## src/rtl/div_iter_unit.sv

```systemverilog
// Iterative radix-2 restoring divider: one quotient bit per clock, signed/unsigned,
// with a cancel input and a valid/ready result handshake toward the ALU result mux.
module div_iter_unit #(
  parameter int WIDTH = 32
) (
  input  logic             clk,
  input  logic             reset,
  input  logic             div_valid,
  output logic             div_ready,
  input  logic             div_signed,
  input  logic [WIDTH-1:0] div_x,
  input  logic [WIDTH-1:0] div_y,
  input  logic             div_cancel,
  output logic             out_valid,
  input  logic             out_ready,
  output logic [WIDTH-1:0] div_q,
  output logic [WIDTH-1:0] div_r
);

  localparam int CNT_W = $clog2(WIDTH + 1);

  typedef enum logic [1:0] {IDLE, CALC, FIX, DONE} state_t;

  state_t             state_q, state_d;
  logic [CNT_W-1:0]   cnt;
  logic [WIDTH:0]     rem;
  logic [WIDTH-1:0]   quo;
  logic [WIDTH-1:0]   abs_y;
  logic               sign_q, sign_r;

  logic [WIDTH-1:0]   abs_x_in, abs_y_in;
  logic [WIDTH+1:0]   rem_shift, trial;
  logic               last_step, y_zero;

  assign div_ready = (state_q == IDLE);
  assign out_valid = (state_q == DONE);

  assign y_zero    = (div_y == '0);
  assign abs_x_in  = (div_signed && div_x[WIDTH-1]) ? -div_x : div_x;
  assign abs_y_in  = (div_signed && div_y[WIDTH-1]) ? -div_y : div_y;
  assign last_step = (cnt == CNT_W'(WIDTH - 1));

  // Trial subtraction carries one extra bit so its sign shows whether |y| fits.
  assign rem_shift = {rem, quo[WIDTH-1]};
  assign trial     = rem_shift - {2'b00, abs_y};

  always_ff @(posedge clk or posedge reset) begin
    // NOTE: sequential state uses non-blocking assignments so every register
    // samples pre-edge values regardless of statement order.
    if (reset) state_q <= IDLE;
    else       state_q <= state_d;
  end

  always_comb begin
    // NOTE: default assigned first so no path through the case leaves state_d
    // unassigned, which would otherwise infer a latch.
    state_d = state_q;
    if (div_cancel) begin
      state_d = IDLE;
    end else begin
      case (state_q)
        IDLE:    if (div_valid) state_d = y_zero ? FIX : CALC;
        CALC:    if (last_step) state_d = FIX;
        FIX:     state_d = DONE;
        DONE:    if (out_ready) state_d = IDLE;
        default: state_d = IDLE;
      endcase
    end
  end

  always_ff @(posedge clk or posedge reset) begin
    if (reset) begin
      cnt    <= '0;
      rem    <= '0;
      quo    <= '0;
      abs_y  <= '0;
      sign_q <= 1'b0;
      sign_r <= 1'b0;
      div_q  <= '0;
      div_r  <= '0;
    end else if (div_cancel) begin
      cnt <= '0;
    end else begin
      case (state_q)
        IDLE: begin
          if (div_valid) begin
            cnt <= '0;
            if (y_zero) begin
              // Divide by zero: FIX passes these through untouched.
              quo    <= '1;
              rem    <= {1'b0, div_x};
              sign_q <= 1'b0;
              sign_r <= 1'b0;
            end else begin
              quo    <= abs_x_in;
              rem    <= '0;
              abs_y  <= abs_y_in;
              sign_q <= div_signed & (div_x[WIDTH-1] ^ div_y[WIDTH-1]);
              sign_r <= div_signed & div_x[WIDTH-1];
            end
          end
        end
        CALC: begin
          cnt <= cnt + 1'b1;
          if (!trial[WIDTH+1]) begin
            rem <= trial[WIDTH:0];
            quo <= {quo[WIDTH-2:0], 1'b1};
          end else begin
            rem <= rem_shift[WIDTH:0];
            quo <= {quo[WIDTH-2:0], 1'b0};
          end
        end
        FIX: begin
          div_q <= sign_q ? -quo : quo;
          div_r <= sign_r ? -rem[WIDTH-1:0] : rem[WIDTH-1:0];
        end
        default: ;
      endcase
    end
  end

endmodule
```

## config.mk

```make
export PLATFORM = sky130hd
export DESIGN_NAME = div_iter_unit
export DESIGN_NICKNAME = d
export VERILOG_FILES = /design/src/rtl/div_iter_unit.sv
export SDC_FILE = /design/constraint.sdc
export NUM_CORES = 1
export LEC_CHECK = 0
export ABC_AREA = 1
export BUFFER_PORTS_ARGS = -buffer_cell sky130_fd_sc_hd__buf_4
export CORE_ASPECT_RATIO = 1.2
export CORE_MARGIN = 2
export CORE_UTILIZATION = 35
export CTS_CLUSTER_DIAMETER = 30
export DETAILED_ROUTE_END_ITERATION = 10
export GPL_TIMING_DRIVEN = 1
export REMOVE_ABC_BUFFERS = 1
export SETUP_SLACK_MARGIN = 0.05
export SLEW_MARGIN = 20
export SYNTH_ARGS = -nofsm -noshare
export SYNTH_HDL_FRONTEND = slang
export SYNTH_SLANG_ARGS = --single-unit
export TNS_END_PERCENT = 50
```

## constraint.sdc

```tcl
create_clock -name clk -period 15.45 [get_ports clk]
set_input_delay 1.545 -clock clk [delete_from_list [all_inputs] [get_ports clk]]
set_output_delay 1.545 -clock clk [all_outputs]
set_load 0.005 [all_outputs]
```

* Word level (Yosys, flattened, before mapping)
Cells that the tools add are included.
** Storage, ports and cells
- Bits in registers :: 171
- Latch bits :: 0
- Bits in writable memories :: 0
- Memory bits (read-only) :: 0
- Bits of input ports :: 70
- Word-level logic and storage cells :: 63
- Memories :: 0
** Operators by class
- $add $sub $neg :: 6
- Multiply operators :: 0
- Divide/modulo/power cells :: 0
- Magnitude comparators :: 0
- Eq/ne operators :: 8
- Shift operators :: 0
- Multiplexer cells :: 23
- Bitwise operators :: 5
- Reductions and logical operators :: 12
** Operator list (count)
- 2-to-1 mux 32 bit :: 7
- negation 32 bit :: 4
- 2-to-1 mux 33 bit :: 2
- one-hot mux 33 bit (2 select lines) :: 1
- one-hot mux 32 bit (2 select lines) :: 1
- subtractor 34 x 32 -> 34 bit :: 1
- zero test 32 bit :: 1
- 2-to-1 mux 6 bit :: 2
- one-hot mux 6 bit (2 select lines) :: 1
- 2-to-1 mux 2 bit :: 5
- AND reduction 3 bit :: 3
- one-hot mux 2 bit (4 select lines) :: 1
- adder 6 x 1 -> 6 bit, second input constant :: 1
- equality test 6 x 5 -> 1 bit, second input constant :: 1
- != test 3 x 2 -> 1 bit, second input constant :: 2
- equality test 2 bit, second input constant :: 2
- AND reduction 2 bit :: 2
- AND reduction 4 bit :: 1
- 2-to-1 mux 1 bit :: 3
- != test 3 bit, second input constant :: 1
- nonzero test 3 bit :: 1
- AND 1 bit :: 2
- equality test 2 x 1 -> 1 bit, second input constant :: 1
- logical AND 1 bit :: 2
- other kinds (5) :: 6

* Longest topological paths before layout
- Word-level depth :: 5
- Gate-level depth with buffers :: 18

* Worst setup path after synthesis
Ideal clock, no wire load.
- Path kind :: input to register
- Start point :: input div_x[1]
- End point :: register quo[30]
- Data arrival time :: 2880 ps
- Data required time :: 15333 ps
- Path slack :: 12454 ps
- Cell stages on the path :: 15
- Path buffers :: 0
- Cells stage by stage :: inv_1 ha_1 nand2_1 nor2_1 nand2_1 nor2_1 nand3_1 nand2_1 nand2_1 nand2_1 o21ai_0 o21ai_1 nand2_1 nand2_1 nand2_1
** Between the ends
- Word-level cells in the longest chain between the ends :: 5
** Ends and longest elaborated chain
- from (decl) :: RTL line 11 : input logic [WIDTH-1:0] div_x,
- negation 32 bit :: RTL line 39 : assign abs_x_in = (div_signed && div_x[WIDTH-1]) ? -div_x : div_x;
- 2-to-1 mux 32 bit :: RTL line 39
- 2-to-1 mux 32 bit :: RTL line 88 : if (y_zero) begin
- 2-to-1 mux 32 bit :: RTL line 86 : if (div_valid) begin
- one-hot mux 32 bit (2 select lines) :: RTL line 84 : case (state_q)
- to (signal assigned) :: RTL line 95 : quo <= abs_x_in;
- to (signal assigned) :: RTL line 107 : quo <= {quo[WIDTH-2:0], 1'b1};
- to (signal assigned) :: RTL line 110 : quo <= {quo[WIDTH-2:0], 1'b0};
- to (decl) :: RTL line 27 : logic [WIDTH-1:0] quo;
No other way between the ends. The select of a mux whose other input is x is not followed.
A chain may end at the register's enable or synchronous reset.

* Final worst setup path
- Start point :: register state_q[1]
- End point :: register rem[19]
** Between the ends
- Word-level cells in the longest chain between the ends :: 3
- Elaborated cells between the ends (all ways) :: 6
** Ends and longest elaborated chain
- from (decl) :: RTL line 24 : state_t state_q, state_d;
- from (signal assigned) :: RTL line 51 : else state_q <= state_d;
- equality test 2 x 1 -> 1 bit / zero test 2 bit (equally long branches) :: RTL line 84
- nonzero test 2 bit (no source line) / != test 2 bit (equally long branches)
- AND reduction 3 bit (no source line)
- to (signal assigned) :: RTL line 91 : rem <= {1'b0, div_x};
- to (signal assigned) :: RTL line 106 : rem <= trial[WIDTH:0];
- to (signal assigned) :: RTL line 109 : rem <= rem_shift[WIDTH:0];
- to (decl) :: RTL line 26 : logic [WIDTH:0] rem;
Several ways; a longest one is shown, not always the timed one.

==> flow_summary_export.csv <==
group,metric,value,unit
worst_setup_path,worstSetupPathType,"register to register",
sta,hold_viol,0,
pwr,peakVddDrop,95.3,uV
logic_synthesis,avgSynthCellArea,6.87,sq um
detailed_routing,drc,0,
job,max_cap_violations,0,
clock_tree,clock_latency,470,ps
logic_synthesis,ys_types,53,
sta,setup_viol,0,
sta,clock-skew-final,12.7,ps
clock_tree,cts.sinks,171,
pwr,clock_power_share,13.0,%
finish,area_delta_synth_final,14.4,%
floorplan,ios,136,
sta,slew_headroom,33.6,%
pwr,intPower,0.00183,W
placed_design,place_congestion,0.904,
sta,rsz0062_at_grt,"false",
sta,period_minus_slack,3800,ps
global_route,grt_usage,21.2,%
pwr,pwr-share-comb,63.7,%
logic_synthesis,syn-instance-count,2048,
clock_tree,clk_path_buf_depth,2,
detailed_routing,via_per_inst,5.00,
logic_synthesis,yosys_warnings,0,
sta,max_freq,263,MHz
global_route,grt_pass1_vias,12900,
logic_synthesis,synth_seq_cells,171,
sta,finalSetupTns,0,ps
finish,seq_area,4280,sq um
sta,drv_slew,0,
detailed_routing,num_vias,13400,
pwr,p_total,0.00379,W
sta,worst_pin_slew,987,ps
finish,multiInputGateArea,8350,sq um
floorplan,core_area,39700,sq um
clock_tree,postCtsSetupBuffers,0,
finish,fillerInstances,4249,
finish,num_antenna_cells,0,
clock_tree,numCtsBuffers,17,
pwr,pwr-share-seq,23.3,%
worst_hold_path,hp-class,"register to register",
sta,timing.final.crit_share,24.6,%
global_route,antenna_found_initial,0,
worst_setup_path,critPathArrivalTime,4190,ps
pwr,p_leak,7.84,nW
clock_tree,clk_pin_slew_worst_paths,70,ps
placed_design,dp_hpwl,34900,um
pwr,power.density,236,nW/um^2
clock_tree,htree_levels,4,
detailed_routing,drtAntennaViolNets,0,
floorplan,die_area,41800,sq um
floorplan,die_h,224,um
floorplan,fp.dieW,187,um
placed_design,port_buffers,135,
floorplan,fp-row-count,80,
clock_tree,tritoncts,"yes",
run_status,outcome,"finished, final reports clean",
clock_tree,clockRootBuffer,"clkbuf_16",
detailed_routing,drtIter0Drc,965,
global_route,grt_overflow,0,
logic_synthesis,synth_edf_count,0,
logic_synthesis,syn_area,14100,sq um
floorplan,start_util,35.4,%
detailed_routing,first_pass_iters,7,
logic_synthesis,synthArstFlopShare,100,%
detailed_routing,wl_per_cell,16.4,um
pwr,p_switching,0.00197,W
clock_tree,ctsHoldBuffers,0,
pwr,p_sw_share,51.9,%
detailed_routing,drt-total-wl,44100,um
finish,drive_gt1_share,15.4,%
worst_setup_path,endpoint_kind,"register",
clock_tree,cts_resized,0,
finish,final_nets,2252,
logic_synthesis,dominantRegCellSynth,"dfrtp_1",
global_route,grt_max_degree,101,
worst_setup_path,critPathMaxFanout,64,
logic_synthesis,ys_seq_area_share,30.4,%
worst_setup_path,startpoint_type,"register",
worst_setup_path,required,15840,ps
global_route,grt_pass1_wl,69500,um
## cells by family (layout without fill, tap and decap cells)
| group | Yosys count | after routing | share of synthesized area, % |
|---|---|---|---|
| flops | 171 | 171 | 30.4 |
| xor+xnor | 117 | 117 | 7.29 |
| simple gates | 1020 | 1020 | 34.1 |
| buf+inv | 353 | 458 | 10.2 |
| compound gates | 345 | 345 | 14.2 |
| fa+ha+maj | 42 | 42 | 3.79 |
## worst max-delay path, cell delays in order (launching register included)
cell     delay [ps]
dfrtp_1         400
inv_1           110
ha_2            170
buf_4           660
inv_2           410
o21ai_1         310
nand2_2          60
buf_4           320
inv_2           520
buf_4           490
nor2_1          100
a21oi_2         120
## cell usage in the layout (no fill, tap or decap), types with 3 or more instances in the layout
master,count
nor2_1,235
xor2_1,99
dfrtp_1,171
o22ai_1,9
a31oi_1,11
clkbuf_16,17
nand3_1,118
buf_4,142
o211ai_1,11
o221ai_1,4
nand2_4,34
bufinv_16,5
nand2_1,489
nor3_2,5
clkinvlp_4,3
nor2_2,7
nand3_2,32
nand3b_1,8
xnor2_1,18
nor4_1,9
o21ai_0,114
o21bai_1,6
inv_1,262
or2_2,5
a21oi_2,32
a21oi_1,94
nand4_1,22
nand2_2,10
ha_1,40
nor3_1,32
o31ai_1,12
nor2_4,5
o21ai_1,44
inv_2,19
## synthesized netlist by cell type (2+ instances only)
library cell  instances  area [sq um]
nand2_1             490          1840
inv_1               263           987
nor2_1              235           882
dfrtp_1             171          4280
nand3_1             118           591
o21ai_0             114           571
xor2_1               99           867
a21oi_1              94           470
o21ai_1              44           220
clkbuf_1             41           154
ha_1                 41           513
nand2_4              34           383
a21oi_2              32           280
nand3_2              32           320
nor3_1               32           160
nand4_1              22           138
inv_2                18          67.6
xnor2_1              18           158
buf_2                13          65.1
o31ai_1              12          90.1
a31oi_1              11          68.8
o211ai_1             11          82.6
nand2_2               9          56.3
nor4_1                9          56.3
o22ai_1               9          56.3
nand3b_1              8          60.1
nor2_2                7          43.8
buf_4                 6          45.0
o21bai_1              6          45.0
nor2_4                5          56.3
nor3_2                5          50.1
or2_2                 5          31.3
o221ai_1              4          35.0
buf_1                 3          11.3
buf_12                3          60.1
buf_6                 3          33.8
clkinv_1              3          11.3
nand2_8               2          40.0
o21a_1                2          15.0
## per-stage QoR
step	instance area (sq um)	hold slack, ps	worst slack [ps]	utilization [%]	instances
after floorplan	13700	453	9270	-	1979
after global placement	15400	467	11500	38.8	2654
after detailed placement	15400	473	11500	38.8	2654
after CTS	16100	491	11670	40.5	2686
after global routing	16100	505	11380	40.5	2686
final	16100	484	11650	40.5	2686
## worst paths after layout
path / endpoint / depth (start not counted) / from / slack, ps
worst max-delay path: rem[19] / 11 / state_q[1] / 11650
worst min register to register: abs_y[21] / 2 / abs_y[21] / 480
worst min-delay path: abs_y[21] / 2 / abs_y[21] / 480
min in group asynchronous: div_q[10] / 2 / reset / 1280
worst max register to register: rem[19] / 11 / state_q[1] / 11650
max in group asynchronous: rem[26] / 3 / reset / 12620
## power by group through the flow
stage               combinational (W)  sequential (W)  clock [W]
finish                        0.00242        0.000883   0.000492
global placement              0.00239        0.000883          0
global route                  0.00269        0.000912   0.000516
floorplan                     0.00177        0.000825          0
detailed placement            0.00241        0.000888          0
CTS                           0.00242        0.000880   0.000502
## sequential cells by signal (all words and copies together) (netlist names)
signal,count
rem,33
abs_y,32
div_q,32
div_r,32
quo,32
cnt,6
state_q,2
sign_q,1
sign_r,1
## layer usage
metal	GRT usage (%)	vias to the layer above	share of wire (%)
li1	-	6753	-
met1	25.8	6249	43
met2	37.9	347	50
met3	2.79	69	4.1
met4	8.27	0	3.1
met5	0	-	0
## layout make-up
class	instances	area share, %
clock buffer	21	2.86
tap	533	4.15
multi-input combinational	1524	51.9
timing repair buffer	142	6.63
sequential	171	26.6
inverter	284	6.66
clock inverter	11	1.19
Power figures use the tool's default switching activity.
